### src/rtl/audio_pkg.sv
// Shared audio types and helpers for the PCM input path.
package audio_pkg;

  typedef logic signed [15:0] pcm_t;

  localparam pcm_t PCM_MAX = 16'h7FFF;
  localparam pcm_t PCM_MIN = 16'h8000;

  // Register width a sinc^3 decimator needs for 1-bit input: 3*log2(R) bits of
  // growth on top of the single input bit.
  function automatic int unsigned cic_width(input int unsigned log2_r);
    return 3 * log2_r + 1;
  endfunction

endpackage

### src/rtl/sd_cic_integrator.sv
// One CIC integrator stage: a free-running modular accumulator with enable.
module sd_cic_integrator #(
  parameter int unsigned Width = 25
) (
  input  logic             clk_i,
  input  logic             rst_i,
  input  logic             en_i,
  input  logic [Width-1:0] inc_i,
  output logic [Width-1:0] acc_o
);

  logic [Width-1:0] acc_q, acc_d;

  // Accumulate on enabled cycles; wrap-around is part of the CIC arithmetic.
  always_comb begin
    acc_d = acc_q;
    if (en_i) begin
      acc_d = acc_q + inc_i;
    end
  end

  // Accumulator register with synchronous clear.
  always_ff @(posedge clk_i) begin
    if (rst_i) begin
      acc_q <= '0;
    end else begin
      acc_q <= acc_d;
    end
  end

  assign acc_o = acc_q;

endmodule

### src/rtl/delta_sigma_adc_decimator.sv
// Delta-sigma ADC back end: samples the comparator bitstream, feeds it back to
// the modulator RC, and decimates it with a sinc^3 CIC to signed 16-bit PCM.
module delta_sigma_adc_decimator
  import audio_pkg::*;
#(
  parameter int unsigned LOG2_R = 8,
  parameter int unsigned PCM_W  = 16
) (
  input  logic             clk,
  input  logic             rst,
  input  logic             os_en,
  input  logic             sd_in,
  output logic             fb_out,
  output logic [PCM_W-1:0] pcm_out,
  output logic             pcm_valid
);

  localparam int unsigned W = cic_width(LOG2_R);

  // Mid-scale of the comb output (R^3 / 2): zero-density maps to -full-scale.
  localparam logic [W-1:0]      CombOffset = {2'b01, {(W-2){1'b0}}};
  localparam logic [LOG2_R-1:0] CntLast    = '1;
  localparam logic [1:0]        PrimeDone  = 2'd3;

  // Input sampling and feedback drive.
  logic sd_q;

  // Integrator outputs.
  logic [W-1:0] i1, i2, i3;

  // Decimation counter and comb pipeline strobes.
  logic [LOG2_R-1:0] cnt_q, cnt_d;
  logic              dec_strb_q, dec_strb_d;
  logic              strb1_q, strb2_q, strb3_q;

  // Comb stages and their one-pass-delayed copies.
  logic [W-1:0] c1_q, c1_d, c2_q, c2_d, c3_q, c3_d;
  logic [W-1:0] i3_dly_q, i3_dly_d, c1_dly_q, c1_dly_d, c2_dly_q, c2_dly_d;

  // Output stage.
  logic [W-1:0]     diff;
  logic             sat;
  logic [PCM_W-1:0] pcm_next;
  logic [PCM_W-1:0] pcm_q, pcm_d;
  logic             pcm_valid_q, pcm_valid_d;
  logic [1:0]       prime_q, prime_d;
  logic             unused_diff;

  // Capture the comparator bit only on oversample strobes.
  always_ff @(posedge clk) begin
    if (rst) begin
      sd_q <= 1'b0;
    end else if (os_en) begin
      sd_q <= sd_in;
    end
  end

  assign fb_out = sd_q;

  // Pipelined integrator chain: each stage adds the previous stage's old value.
  sd_cic_integrator #(
    .Width (W)
  ) u_int1 (
    .clk_i (clk),
    .rst_i (rst),
    .en_i  (os_en),
    .inc_i ({{(W-1){1'b0}}, sd_q}),
    .acc_o (i1)
  );

  sd_cic_integrator #(
    .Width (W)
  ) u_int2 (
    .clk_i (clk),
    .rst_i (rst),
    .en_i  (os_en),
    .inc_i (i1),
    .acc_o (i2)
  );

  sd_cic_integrator #(
    .Width (W)
  ) u_int3 (
    .clk_i (clk),
    .rst_i (rst),
    .en_i  (os_en),
    .inc_i (i2),
    .acc_o (i3)
  );

  // Decimation counter; flag the last sample of each frame.
  always_comb begin
    cnt_d      = cnt_q;
    dec_strb_d = 1'b0;
    if (os_en) begin
      cnt_d      = cnt_q + 1'b1;
      dec_strb_d = (cnt_q == CntLast);
    end
  end

  // Comb next-state: each stage moves only on its own strobe.
  always_comb begin
    c1_d     = c1_q;
    c2_d     = c2_q;
    c3_d     = c3_q;
    i3_dly_d = i3_dly_q;
    c1_dly_d = c1_dly_q;
    c2_dly_d = c2_dly_q;
    if (dec_strb_q) begin
      c1_d     = i3 - i3_dly_q;
      i3_dly_d = i3;
    end
    if (strb1_q) begin
      c2_d     = c1_q - c1_dly_q;
      c1_dly_d = c1_q;
    end
    if (strb2_q) begin
      c3_d     = c2_q - c2_dly_q;
      c2_dly_d = c2_q;
    end
  end

  // Map the comb result to PCM: remove mid-scale offset, clip the single
  // out-of-range code (all-ones input), keep the top PCM_W magnitude bits.
  always_comb begin
    diff     = c3_q - CombOffset;
    sat      = ~diff[W-1] & diff[W-2];
    pcm_next = sat ? PCM_W'(PCM_MAX) : diff[W-2 -: PCM_W];
  end

  assign unused_diff = ^diff[W-PCM_W-2:0];

  // Prime gating: the first three comb passes after reset are discarded.
  always_comb begin
    prime_d     = prime_q;
    pcm_d       = pcm_q;
    pcm_valid_d = 1'b0;
    if (strb3_q) begin
      if (prime_q != PrimeDone) begin
        prime_d = prime_q + 2'd1;
      end else begin
        pcm_d       = pcm_next;
        pcm_valid_d = 1'b1;
      end
    end
  end

  // Counter, strobe pipeline, comb, prime and output registers.
  always_ff @(posedge clk) begin
    if (rst) begin
      cnt_q       <= '0;
      dec_strb_q  <= 1'b0;
      strb1_q     <= 1'b0;
      strb2_q     <= 1'b0;
      strb3_q     <= 1'b0;
      c1_q        <= '0;
      c2_q        <= '0;
      c3_q        <= '0;
      i3_dly_q    <= '0;
      c1_dly_q    <= '0;
      c2_dly_q    <= '0;
      prime_q     <= 2'd0;
      pcm_q       <= '0;
      pcm_valid_q <= 1'b0;
    end else begin
      cnt_q       <= cnt_d;
      dec_strb_q  <= dec_strb_d;
      strb1_q     <= dec_strb_q;
      strb2_q     <= strb1_q;
      strb3_q     <= strb2_q;
      c1_q        <= c1_d;
      c2_q        <= c2_d;
      c3_q        <= c3_d;
      i3_dly_q    <= i3_dly_d;
      c1_dly_q    <= c1_dly_d;
      c2_dly_q    <= c2_dly_d;
      prime_q     <= prime_d;
      pcm_q       <= pcm_d;
      pcm_valid_q <= pcm_valid_d;
    end
  end

  assign pcm_out   = pcm_q;
  assign pcm_valid = pcm_valid_q;

endmodule

### config.mk
export PLATFORM = sky130hd
export DESIGN_NAME = delta_sigma_adc_decimator
export DESIGN_NICKNAME = d
export VERILOG_FILES = /design/src/rtl/audio_pkg.sv /design/src/rtl/sd_cic_integrator.sv /design/src/rtl/delta_sigma_adc_decimator.sv
export SDC_FILE = /design/constraint.sdc
export NUM_CORES = 1
export LEC_CHECK = 0
export BUFFER_PORTS_ARGS = -buffer_cell sky130_fd_sc_hd__buf_2
export CORE_MARGIN = 1
export CORE_UTILIZATION = 48
export CTS_CLUSTER_DIAMETER = 50
export DETAILED_ROUTE_END_ITERATION = 10
export RECOVER_POWER = 25
export SLEW_MARGIN = 20
export SYNTH_ARGS = -nofsm -noshare
export SYNTH_HDL_FRONTEND = slang
export SYNTH_SLANG_ARGS = --single-unit
export TNS_END_PERCENT = 1
### constraint.sdc
create_clock -name clk -period 3.9 [get_ports clk]
set_input_delay 0.195 -clock clk [delete_from_list [all_inputs] [get_ports clk]]
set_output_delay 0.195 -clock clk [all_outputs]
set_load 0.03 [all_outputs]
==> results of run 1 <==
==> cells by family after synthesis <==
kind of cell | share of synthesized area
AND/OR/NAND/NOR | 0.1634
XOR/XNOR | 0.06325
multiplexers | 0.09275
adder cells (fa/ha/maj) | 0.1103
AO/OA/AOI/OAI | 0.1859
flip-flops | 0.3396
buffers and inverters | 0.04475
==> metrics by stage <==
| step | utilization | setup slack (ns) |
|---|---|---|
| after floorplan | - | 1.089 |
| after global placement | 0.5060 | 0.8680 |
| after detailed placement | 0.5060 | 0.8113 |
| after CTS | 0.5427 | 0.7949 |
| after global routing | 0.5413 | 0.5662 |
| final | 0.5413 | 0.7859 |
==> area by class of cell <==
type,count,area share
sequential,249,0.3083
multi-input combinational,1277,0.5588
inverter,110,0.02553
timing repair buffer,30,0.009362
clock buffer,44,0.05935
clock inverter,12,0.008434
tap,390,0.03018
==> how the worst max path moves through the flow <==
stage,cells past startpoint,startpoint,end
after global placement,12,u_int1.acc_o[0]$_SDFFE_PP0P_,u_int2.acc_o[24]$_SDFFE_PP0P_
after CTS,12,u_int1.acc_o[0]$_SDFFE_PP0P_,u_int2.acc_o[22]$_SDFFE_PP0P_
after detailed placement,12,u_int1.acc_o[0]$_SDFFE_PP0P_,u_int2.acc_o[22]$_SDFFE_PP0P_
after floorplan,12,u_int1.acc_o[0]$_SDFFE_PP0P_,u_int2.acc_o[24]$_SDFFE_PP0P_
after global routing,12,u_int1.acc_o[0]$_SDFFE_PP0P_,u_int2.acc_o[22]$_SDFFE_PP0P_
final,12,u_int1.acc_o[0]$_SDFFE_PP0P_,u_int2.acc_o[22]$_SDFFE_PP0P_
==> critical path, cell delays in order (launching register included) <==
cell and delay (ns):
sky130_fd_sc_hd__dfxtp_1 0.33, sky130_fd_sc_hd__ha_1 0.23, sky130_fd_sc_hd__fa_1 0.41, sky130_fd_sc_hd__a21oi_1 0.16, sky130_fd_sc_hd__nor2b_1 0.07, sky130_fd_sc_hd__a311o_1 0.41, sky130_fd_sc_hd__a31oi_4 0.24, sky130_fd_sc_hd__a211oi_2 0.15
sky130_fd_sc_hd__a221oi_2 0.31, sky130_fd_sc_hd__a211oi_2 0.13, sky130_fd_sc_hd__a31oi_1 0.21, sky130_fd_sc_hd__xor2_1 0.16, sky130_fd_sc_hd__o22ai_1 0.09
==> layer usage <==
layer | track usage | routed length (µm) | vias up
met3 | 0.02427 | 606 | 44
met2 | 0.3363 | 13900 | 102
li1 | - | - | 6045
met5 | 0 | 0 | -
met4 | 0.05603 | 637 | 0
met1 | 0.2321 | 13740 | 5211
==> sequential cells by signal (all words and copies together), names as in the netlist, 2 cells and up <==
register / count
prime_q: 2
c2_dly_q: 25
u_int1.acc_o: 25
cnt_q: 8
i3_dly_q: 25
u_int2.acc_o: 25
c3_q: 17
u_int3.acc_o: 25
c2_q: 25
pcm_out: 16
c1_q: 25
c1_dly_q: 25
==> placed cells by master (no fill, tap or decap), types with 6 or more instances in the layout <==
cell	instances
sky130_fd_sc_hd__mux2i_1	136
sky130_fd_sc_hd__and2_1	7
sky130_fd_sc_hd__a31oi_1	14
sky130_fd_sc_hd__dfxtp_1	248
sky130_fd_sc_hd__a21o_1	71
sky130_fd_sc_hd__xnor2_1	58
sky130_fd_sc_hd__o21ai_1	17
sky130_fd_sc_hd__nor3_1	25
sky130_fd_sc_hd__xor2_1	48
sky130_fd_sc_hd__clkbuf_16	35
sky130_fd_sc_hd__o21a_1	9
sky130_fd_sc_hd__inv_1	109
sky130_fd_sc_hd__a21oi_2	7
sky130_fd_sc_hd__a31o_2	6
sky130_fd_sc_hd__ha_1	123
sky130_fd_sc_hd__a21oi_1	102
sky130_fd_sc_hd__nand2_1	92
sky130_fd_sc_hd__nand2b_1	18
sky130_fd_sc_hd__o221a_2	15
sky130_fd_sc_hd__or3_1	15
sky130_fd_sc_hd__and3_1	11
sky130_fd_sc_hd__nor3b_1	7
sky130_fd_sc_hd__nor2b_1	20
sky130_fd_sc_hd__o21bai_1	15
sky130_fd_sc_hd__buf_4	8
sky130_fd_sc_hd__o21ai_0	41
sky130_fd_sc_hd__o22ai_1	7
sky130_fd_sc_hd__nand4_1	22
sky130_fd_sc_hd__a211oi_1	14
sky130_fd_sc_hd__clkbuf_1	21
sky130_fd_sc_hd__nor2_1	249
sky130_fd_sc_hd__nand3_1	28
sky130_fd_sc_hd__o31ai_1	6
sky130_fd_sc_hd__clkinvlp_4	6
==> power groups by stage <==
stage	Sequential (mW)	Combinational (mW)	Clock [mW]
after floorplan	2.62	0.192	0
after global placement	2.62	0.241	0
after detailed placement	2.62	0.243	0
after CTS	2.57	0.244	3.07
after global routing	2.57	0.265	3.17
final	2.57	0.238	2.98
==> reports/results.txt, run 1 <==
The flow ran to the end, but the final reports show violations. The final reports fail on max-capacitance violations, max-slew violations. The pin count of the biggest net entering global routing came out at 184.

After detailed placement, the total cell area comes to 0.01512 mm². The tools report the residual overflow from global routing as 0. By count the netlist is led by sky130_fd_sc_hd__dfxtp_1, sky130_fd_sc_hd__nor2_1, sky130_fd_sc_hd__mux2i_1.

The setup path with the least slack is of type reg2reg. The maximum root-to-sink buffer count was 3. The required time of the worst setup path is 4.18 ns, and the initial antenna violation count is 0. The power per unit of standard cell area was 357.7 mW/mm².

The area inside the core boundary was 0.02987 mm²; the DRC violations left was 0. Yosys mapped the design onto 76 distinct sky130hd cell types. The critical path capture point type was a flip-flop.

The tools report the switching power of the nets as 1.273 mW. The cell sitting at the root of the clock tree is a sky130_fd_sc_hd__clkbuf_16. The run gives 0.009036 mm² as the area taken by multi-input logic gates.

The logs give 63 for the number of rows in the core area and 35 for the number of buffers inserted during clock tree synthesis. In this run the number of H-tree levels came out at 2. Max-cap violations in this run came to 2. After the last flow step, the layout net total stands at 1834.

The cell type with the largest total area after synthesis was sky130_fd_sc_hd__dfxtp_1. The die is 176.9 µm tall. Setup violations remaining at the end of the flow were counted as 0. At the pin with the least slew margin, the transition time is 2.109 ns.

On the final layout, the worst clock skew is 0.02289 ns. Pin placement for this block handled 22 I/O pins. The count of buffers added on input and output ports is 21. The maximum net fanout on the critical path is 3, and the synthesized netlist net count is 1832.

The clock group share of total power is 0.515, and the worst hold margin is 0.03449 ns. During synthesis, Yosys emitted a total of 0 warnings. The worst setup slack for register-to-register paths was 0.79 ns. The clock period could shrink to 3.114 ns. The via density per instance is 5.399. TritonCTS built the clock tree. Maximum achievable frequency: 321.1 MHz. The internal power of the cells totals 4.511 mW. The fraction of final layout cells with drive strength greater than 1 was 0.06504. Setup repair after global routing left no endpoint under its margin. Measured in cells, the most critical reg-to-reg path has a length of 12.

Dividing the detail-routed wire length by the instance count gives 13.68 µm. The worst hold path begins at sd_in. The effective utilization at floorplan was 0.4913.

The switching power as a share of total power was 0.2201; the number of non-filler instances in the completed layout was 2112. The min-delay analysis places its worst path in the category in2reg. The run gives 0.1876 as the total global-route track usage. The number of placed cells counting well taps is 2056, and the register share of total power is 0.444. The insertion delay to the later sink of the worst-skew pair came out at 0.51 ns. The hold path depth works out to 3.

The area growth from synthesis to final layout is 10.17%, and the total die area is 0.03128 mm². The mapped netlist covers 0.01468 mm². The congestion estimate from routability-driven global placement came to 0.8337. The async set or reset register ratio after synthesis is 0, and the violation count after the first detailed-route iteration is 561. The number of enable-type register cells in the synthesized netlist came out at 0. Wires add up to 28.89 mm.

The clock transition at the register clock pins on the worst setup and hold paths after CTS works out to 0.05 ns. Data arrives at the worst endpoint at 3.40 ns. In this run, post-CTS repair resized a total of 0 instances. The number of hold violations in the final report was 0; the count of clock tree sinks was 249. The worst-case IR drop observed on VDD is 0.3399 mV. For the static leakage, the log shows 6.797 nW. The number of antenna diodes in the final layout is 0. The capturing point of the worst reg2reg path is u_int2.acc_o[22]$_SDFFE_PP0P_. The part of the total power dissipated in combinational logic was 0.041.

The period utilization was 0.7985. Summing all non-filler instances in the final layout gives an area of 0.01617 mm². The via count of the first global-routing pass was 10720. After filler insertion, the fill cell instance count of the layout stands at 2784.

The worst slew margin relative to its limit is -0.4077, and the number of search-and-repair iterations in the first detailed-routing pass is 5. The logs give 0 ns for the total negative slack for setup checks and 20.42 mm for the final HPWL from detailed placement. The count of final max-slew check failures was 231; the number of instances in the synthesized netlist was 1701.

The first global-routing pass estimated 49.71 mm of wire. The sequential element share of the synthesized area was 0.3396. The average instance area after synthesis is 8.629 µm², and the number of synthesized register bits is 249. The die is 176.9 µm wide. After clock tree synthesis, the flow added hold-fix buffers numbering 0. Summing all flip-flop and latch instances after layout gives 0.004986 mm². The overall power after layout was 5.784 mW. The worst register-to-register path begins at u_int1.acc_o[0]$_SDFFE_PP0P_.

The residual antenna-violating net count after detailed routing was 0. By area the synthesized netlist is led by sky130_fd_sc_hd__dfxtp_1, sky130_fd_sc_hd__ha_1, sky130_fd_sc_hd__mux2i_1. The destination of the worst hold path was fb_out$_SDFFE_PP0P_. The total setup buffers inserted after CTS is 0.

Most frequently used flop master after synthesis: sky130_fd_sc_hd__dfxtp_1. The share of Yosys cell area claimed by the top area cell type came out at 0.3396. The total number of vias is 11400.

The tools report the category of the worst setup path launch point as a flip-flop.
No activity file was read; power rests on OpenSTA's default activity.
==> run 2: changes to the inputs <==
clock period = 3 ns   (was 3.9 ns; I/O delays follow)
==> run 2 against run 1 <==
Net effect: the run now ends clean; critical path type unchanged; non-clock buffer count is 24 higher; largest cell class unchanged; combinational power up 36%; highest routed layer unchanged; largest power group unchanged; global-route usage rose by 0.13 points; sequential power increased by 30%; clock skew decreased by 0.011 ns.
==> reports/results.txt, run 2 (synthesized netlist as in run 1, its figures left out) <==
The flow ran to the end, and the final reports show no timing, DRC or antenna violations. The run gives 63 (unchanged) as the number of rows in the core area. The final standard cell utilization of the core came out at 0.5494 (was 0.5413).

The logs give 11460 (was 11400) for the total number of vias and 0.03128 mm² (unchanged) for the total die area. The maximum net fanout on the critical path is 3 (unchanged). The root buffer cell is sky130_fd_sc_hd__clkbuf_16 (unchanged).

The cell count of the worst reg-to-reg path works out to 12 (unchanged). For the routability-driven placement congestion ratio, the log shows 0.8362 (was 0.8337). The most common cell after layout, fill and taps aside is sky130_fd_sc_hd__nor2_1 (unchanged). Fraction of final layout cells with drive strength greater than 1: 0.08414 (was 0.06504). The tools report the count of final max-slew check failures as 0 (was 231).

Commonest cells after routing, fill and taps aside: sky130_fd_sc_hd__nor2_1, sky130_fd_sc_hd__dfxtp_1, sky130_fd_sc_hd__mux2i_1 (unchanged). The number of levels the H-tree was split into came out at 1 (was 2). The tools report the number of buffers inserted during clock tree synthesis as 31 (was 35). Category of the worst setup path launch point: a flip-flop (unchanged).

The hold path depth works out to 4 (was 3). The logs give 0.004989 mm² (was 0.004986 mm²) for the area used by sequential logic in the layout and 0.01641 mm² (was 0.01617 mm²) for the area of all placed cells without fillers. The period utilization was 0.9508 (was 0.7985); the count of clock tree sinks was 249 (unchanged). The logs give 0.02987 mm² (unchanged) for the area inside the core boundary and 29.27 mm (was 28.89 mm) for the overall routed net length. The violation count after the first detailed-route iteration was 554 (was 561). For the maximum achievable frequency, the log shows 350.6 MHz (was 321.1 MHz). The number of hold violations in the final report is 0 (unchanged), and the worst slew margin relative to its limit is 0.1324 (was -0.4077). The via count of the first global-routing pass was 10730 (was 10720); the total of max-cap violations was 0 (was 2).

TritonCTS built the clock tree. Clock skew: 0.01184 ns (was 0.02289 ns). The critical path class was reg2reg (unchanged). Insertion delay to the later sink of the worst-skew pair: 0.55 ns (was 0.51 ns). The overall die height came out at 176.9 µm (unchanged). The run gives 0.1889 (was 0.1876) as the total global-route track usage. Residual antenna-violating net count after detailed routing: 0 (unchanged).

The average wire length per cell after detail routing works out to 13.70 µm (was 13.68 µm). The number of nets in the final layout was 1854 (was 1834); the area growth from synthesis to final layout was 11.82% (was 10.17%). The run gives 0 (unchanged) as the residual overflow from global routing. The static leakage was 6.942 nW (was 6.797 nW); the arrival time at the worst endpoint was 3.28 ns (was 3.40 ns). The classification of the worst-slack hold path is in2reg (unchanged). For the initial antenna violation count, the log shows 0 (unchanged). The pre-CTS setup slack was -0.01506 ns (was 0.8113 ns); the count of buffers inserted at the top-level ports was 21 (unchanged). Area taken by multi-input logic gates: 0.009077 mm² (was 0.009036 mm²). The logs give 21.13 mm (was 20.42 mm) for the final HPWL from detailed placement and 0 (unchanged) for the DRC violations left.

The fill cell instance count of the final layout was 2767 (was 2784); the boundary pin count was 22 (unchanged). The required time of the worst setup path was 3.43 ns (was 4.18 ns); the worst hold margin was 0.02177 ns (was 0.03449 ns). The clock transition at the register clock pins on the worst setup and hold paths after CTS was 0.06 ns (was 0.05 ns). Setup repair after global routing could not meet its margin everywhere. The slack of the critical path was 0.1476 ns (was 0.7859 ns). For the number of placed cells counting well taps, the log shows 2076 (was 2056).

For the maximum root-to-sink buffer count, the log shows 3 (unchanged). The tools report the first-pass GRT wire length as 50.14 mm (was 49.71 mm). For the diode insertion count for antenna repair, the log shows 0 (unchanged).

The via density per instance came out at 5.364 (was 5.399). The number of non-filler instances in the completed layout came out at 2137 (was 2112). The critical path capture point type is a flip-flop (unchanged).

The die width is 176.9 µm (unchanged), and the peak supply drop is 0.6774 mV (was 0.3399 mV). The post-route minimum period was 2.852 ns (was 3.114 ns); the actual transition at the worst max-transition pin was 1.301 ns (was 2.109 ns). The tools report the final number of setup-violating endpoints as 0 (unchanged). Power per unit of standard cell area: 461.9 mW/mm² (was 357.7 mW/mm²).

The pin count of the biggest net entering global routing was 85 (was 184); the placement-stage cell area was 0.01527 mm² (was 0.01512 mm²). The run gives 5 (unchanged) as the number of search-and-repair iterations in the first detailed-routing pass. The tools report the effective utilization at floorplan as 0.4913 (unchanged).
## run 2: changes by cell type in the layout (fill, tap and decap cells not counted), moves of 3 or more
cell / before / now
sky130_fd_sc_hd__clkbuf_16: 35 / 31
sky130_fd_sc_hd__clkinv_2: 1 / 9
sky130_fd_sc_hd__a21oi_2: 7 / 10
sky130_fd_sc_hd__buf_4: 8 / 27
sky130_fd_sc_hd__bufinv_16: 2 / 6
sky130_fd_sc_hd__clkinvlp_4: 6 / 2
sky130_fd_sc_hd__a21oi_1: 102 / 99
## run 2: worst paths after layout
check	startpoint	to	slack, ns
worst max-delay path	u_int1.acc_o[0]$_SDFFE_PP0P_	u_int2.acc_o[24]$_SDFFE_PP0P_	0.15
worst min-delay path	os_en	u_int1.acc_o[3]$_SDFFE_PP0P_	0.02
worst max register to register	u_int1.acc_o[0]$_SDFFE_PP0P_	u_int2.acc_o[24]$_SDFFE_PP0P_	0.15
worst min register to register	cnt_q[7]$_SDFFE_PP0P_	dec_strb_q$_SDFF_PP0_	0.44
## run 2: what timing repair did
item	4_1_cts	5_1_grt
hold buffers	1	0
endpoints found under the hold margin	1	0
resized for setup	1	9
buffers inserted	1	2
endpoints found under the setup margin	3	11
pin swaps	2	4
## run 2: cell type report
type	instances	area share
multi-input combinational	1277	0.5531
sequential	249	0.3039
clock buffer	35	0.05001
tap	390	0.02973
inverter	110	0.02516
timing repair buffer	54	0.02081
clock inverter	22	0.01730
## run 2: routing by layer
layer | vias up | GRT usage | share of wire
met4 | 0 | 0.04921 | 0.022
met5 | - | 0 | 0
met3 | 40 | 0.02384 | 0.021
met1 | 5219 | 0.2357 | 0.48
li1 | 6094 | - | -
met2 | 109 | 0.3400 | 0.48
## run 2: through the flow
step / setup TNS, ns / power [mW]
2_1_floorplan: 0 / 3.653
3_3_place_gp: 0 / 3.726
3_5_place_dp: -0.02523 / 3.728
4_1_cts: 0 / 7.691
5_1_grt: -0.03681 / 7.855
6_report: 0 / 7.581
## run 2: report_power, final
part,internal (mW),leakage [nW],total [mW],switching (mW)
combinational,0.124,4.39,0.324,0.200
clock,2.48,0.546,3.92,1.44
sequential,3.32,2.01,3.33,0.0131
total,5.93,6.94,7.58,1.66
## run 2: critical path, cell delays in order (launching register included)
cell and delay [ns]:
sky130_fd_sc_hd__dfxtp_1 0.32, sky130_fd_sc_hd__ha_1 0.22, sky130_fd_sc_hd__fa_2 0.37, sky130_fd_sc_hd__a21oi_2 0.15, sky130_fd_sc_hd__nor2b_1 0.07, sky130_fd_sc_hd__a311o_1 0.32, sky130_fd_sc_hd__a31oi_4 0.24, sky130_fd_sc_hd__a211oi_4 0.11
sky130_fd_sc_hd__a31o_2 0.30, sky130_fd_sc_hd__a221oi_2 0.26, sky130_fd_sc_hd__nand2b_1 0.15, sky130_fd_sc_hd__o21bai_1 0.11, sky130_fd_sc_hd__nand4_1 0.09
==> run 3: changes to the inputs <==
ABC_AREA = 1   (was not set)
MAX_ROUTING_LAYER = met4   (was not set)
==> run 3 against run 2 <==
Net effect: wire length increased by 66%; sequential power increased by 4%; global-route usage increased by 8.6 points; non-clock buffer count decreased by 21; area after synthesis increased by 19%; sequential share of layout area decreased by 4.5 points; setup slack improved by 0.51 ns; synthesized cell count increased by 66%; clock-buffer cell count increased by 10; register-to-register slack improved by 0.75 ns.
==> reports/results.txt, run 3 <==
TritonCTS built the clock tree. The number of levels the H-tree was split into came out at 2 (was 1). The DRC violations left is 0 (unchanged). The fraction of final layout cells with drive strength greater than 1 works out to 0.05223 (was 0.08414).

The tools report the number of synthesis warnings as 0 (unchanged). The overall die height came out at 192.7 µm (was 176.9 µm). The most numerous cell type found on the critical path is sky130_fd_sc_hd__buf_4. The count of buffers inserted at the top-level ports was 21 (unchanged); the pin count of the biggest net entering global routing was 72 (was 85).

The post-cts repair resize count is 0 (was 1). Peak per-stage delay on the critical path: 1.26 ns (was 0.37 ns). Cell breakdown of the critical path: buf_4, clkinvlp_2, buf_4, o21ai_0, a21oi_1 (was ha_1, fa_2, a21oi_2, nor2b_1, a311o_1, a31oi_4, a211oi_4, a31o_2, a221oi_2, nand2b_1, o21bai_1, nand4_1).

For the area inside the core boundary, the log shows 0.03566 mm² (was 0.02987 mm²). The family of cells with the greatest summed delay on the critical path was buffers and inverters (was compound AO/OA/AOI/OAI gates). Commonest cells after routing, fill and taps aside: sky130_fd_sc_hd__nand2_1, sky130_fd_sc_hd__inv_1, sky130_fd_sc_hd__a21oi_1 (was sky130_fd_sc_hd__nor2_1, sky130_fd_sc_hd__dfxtp_1, sky130_fd_sc_hd__mux2i_1).

The actual transition at the worst max-transition pin came out at 1.374 ns (was 1.301 ns). The most common cell after layout, fill and taps aside was sky130_fd_sc_hd__nand2_1 (was sky130_fd_sc_hd__nor2_1). The async set or reset register ratio after synthesis is 0 (unchanged).

The maximum root-to-sink buffer count is 3 (unchanged), and the post-route minimum period is 2.338 ns (was 2.852 ns). The run gives 939 (was 554) as the violation count after the first detailed-route iteration. The clock transition at the register clock pins on the worst setup and hold paths after CTS came out at 0.06 ns (about the same). The cell type with the largest total area after synthesis is sky130_fd_sc_hd__dfxtp_1 (unchanged). For the final standard cell utilization of the core, the log shows 0.5401 (was 0.5494).

Die width: 192.7 µm (was 176.9 µm). Sequential element share of the synthesized area: 0.2855 (was 0.3396). The average instance area after synthesis came out at 6.186 µm² (was 8.629 µm²). The diode insertion count for antenna repair came out at 0 (unchanged). The share of Yosys cell area claimed by the top area cell type came out at 0.2855 (was 0.3396). The total die area was 0.03714 mm² (was 0.03128 mm²); the power per unit of standard cell area was 476.0 mW/mm² (was 461.9 mW/mm²).

The total number of vias is 16820 (was 11460), and the number of hold violations in the final report is 0 (unchanged). The tools report the total of max-cap violations as 0 (unchanged). The residual overflow from global routing came out at 0 (unchanged). Setup repair after global routing left no endpoint under its margin. The required time of the worst setup path came out at 3.40 ns (was 3.43 ns).

The classification of the worst-slack hold path is in2reg (unchanged). The logs give 0 (unchanged) for the count of final max-slew check failures and 0 (was 1) for the total setup buffers inserted after CTS. The count of buffer and inverter cells on the critical path is 3 (was 0), and the insertion delay to the later sink of the worst-skew pair is 0.56 ns (was 0.55 ns). The area growth from synthesis to final layout works out to 10.30% (was 11.82%).

The most frequently used flop master after synthesis is sky130_fd_sc_hd__dfxtp_1 (unchanged). The run gives 0.01746 mm² (was 0.01468 mm²) as the area of the mapped netlist. Synth area leaders: sky130_fd_sc_hd__dfxtp_1, sky130_fd_sc_hd__nand2_1, sky130_fd_sc_hd__inv_1 (was sky130_fd_sc_hd__dfxtp_1, sky130_fd_sc_hd__ha_1, sky130_fd_sc_hd__mux2i_1). Cell with the most instances after synthesis: sky130_fd_sc_hd__nand2_1. The tools report the number of search-and-repair iterations in the first detailed-routing pass as 5 (unchanged). The static leakage was 9.949 nW (was 6.942 nW); the average wire length per cell after detail routing was 14.62 µm (was 13.70 µm). The run gives 0.3800 mV (was 0.6774 mV) as the peak supply drop.

Number of hold buffers added after CTS: 1 (unchanged). Total global-route track usage: 0.2752 (was 0.1889). Number of rows in the core area: 69 (was 63). The number of synthesized register bits works out to 249 (unchanged).

The run gives 0 (unchanged) as the initial antenna violation count. The number of enable-type register cells in the synthesized netlist was 0 (unchanged). The maximum net fanout on the critical path works out to 45 (was 3). The tools report the overall power after layout as 9.166 mW (was 7.581 mW).

The root buffer cell was sky130_fd_sc_hd__clkbuf_16 (unchanged). The period utilization was 0.7794 (was 0.9508). The tools report the distinct cell type count after synthesis as 38 (was 76). The arrival time at the worst endpoint was 2.74 ns (was 3.28 ns); the maximum achievable frequency was 427.7 MHz (was 350.6 MHz). The critical path class was in2reg (was reg2reg).

For the number of buffers inserted during clock tree synthesis, the log shows 39 (was 31). Worst slew margin relative to its limit: 0.07889 (was 0.1324). Most frequent cells after synthesis: sky130_fd_sc_hd__nand2_1, sky130_fd_sc_hd__inv_1, sky130_fd_sc_hd__a21oi_1 (was sky130_fd_sc_hd__dfxtp_1, sky130_fd_sc_hd__nor2_1, sky130_fd_sc_hd__mux2i_1).

The via density per instance was 5.075 (was 5.364); the number of instances in the synthesized netlist was 2822 (was 1701). The logs give 22 (unchanged) for the boundary pin count and 0 ns (unchanged) for the total negative slack for setup checks. For the count of clock tree sinks, the log shows 249 (unchanged). The residual antenna-violating net count after detailed routing was 0 (unchanged); the via count of the first global-routing pass was 15580 (was 10730). Synthesized netlist net count: 2953 (was 1832).

The tools report the number of nets in the final layout as 2954 (was 1854). Worst-path cell with the longest stage delay: sky130_fd_sc_hd__clkinvlp_2 (was sky130_fd_sc_hd__fa_2). The routability-driven placement congestion ratio is 0.9334 (was 0.8362).

The run finished with clean final reports. The critical path capture point type is a flip-flop (unchanged). Category of the worst setup path launch point: a primary input (was a flip-flop).

For the overall routed net length, the log shows 48.46 mm (was 29.27 mm). The effective utilization at floorplan is 0.4896 (was 0.4913). The final number of setup-violating endpoints was 0 (unchanged); the clock skew was 0.02521 ns (was 0.01184 ns).

The run gives 79.03 mm (was 50.14 mm) as the first-pass GRT wire length. The final HPWL from detailed placement came out at 37.75 mm (was 21.13 mm).
[run 3: tightest hold or removal path: cells and delay by family]
kind,cells,cell delay [ns]
AND/OR/NAND/NOR,2,0.17
buffers and inverters,1,0.21
[run 3: layer usage]
layer	part of all wire	vias up	wire (µm)	GRT usage
met5	0	-	0	-
met2	0.47	260	22700	0.4593
met4	0.021	0	1028	0.07420
met3	0.041	67	1973	0.04219
met1	0.47	7531	22750	0.3434
li1	-	8959	-	-
[run 3: logic make-up (layout without fill, tap and decap cells)]
| family | count (synthesis) | count (layout) | share of synthesized area |
|---|---|---|---|
| AOI/OAI and AO/OA | 540 | 540 | 0.1638 |
| DFF | 249 | 249 | 0.2855 |
| buffers and inverters | 626 | 657 | 0.1358 |
| adders and majority gates | 127 | 127 | 0.09274 |
| xor gates and xnor gates | 51 | 51 | 0.02559 |
| and+or+nand+nor | 1229 | 1229 | 0.2965 |
[run 3: report_power, final]
part | total, mW | internal [mW] | switching [mW]
Clock | 4.60 | 2.81 | 1.79
Sequential | 3.45 | 3.37 | 0.0794
Combinational | 1.12 | 0.378 | 0.738
Total | 9.17 | 6.55 | 2.61
[run 3: area by class of cell]
cell class                 instances  area [µm²]
sequential                       249        4986
multi-input combinational       1947       10100
fill                            3739       16400
clock inverter                    26       281.5
inverter                         553        2079
tap                              461       576.8
timing repair buffer              33       190.2
clock buffer                      45        1040
[run 3: final timing paths]
path / cells after the start / slack (ns) / from / to
worst max register to register: 10 / 0.90 / u_int3.acc_o[20]$_SDFFE_PP0P_ / c1_q[21]$_SDFFE_PP0P_
worst min-delay path: 3 / 0.03 / os_en / cnt_q[0]$_SDFFE_PP0P_
worst min register to register: 2 / 0.45 / c3_q[17]$_SDFFE_PP0P_ / pcm_out[9]$_SDFFE_PP0P_
worst max-delay path: 5 / 0.66 / rst / c1_dly_q[17]$_SDFFE_PP0P_
[run 3: metrics by stage]
stage / hold slack [ns] / instance area, µm² / std cells / setup WS (ns)
4_1_cts: 0.009934 / 19280 / 3314 / 0.9358
3_3_place_gp: 0.3769 / 17950 / 3242 / 0.9395
3_5_place_dp: 0.3856 / 17950 / 3242 / 0.9460
2_1_floorplan: 0.2849 / 17460 / 2822 / 1.194
5_1_grt: 0.01158 / 19260 / 3314 / 0.3939
6_report: 0.03267 / 19260 / 3314 / 0.6617
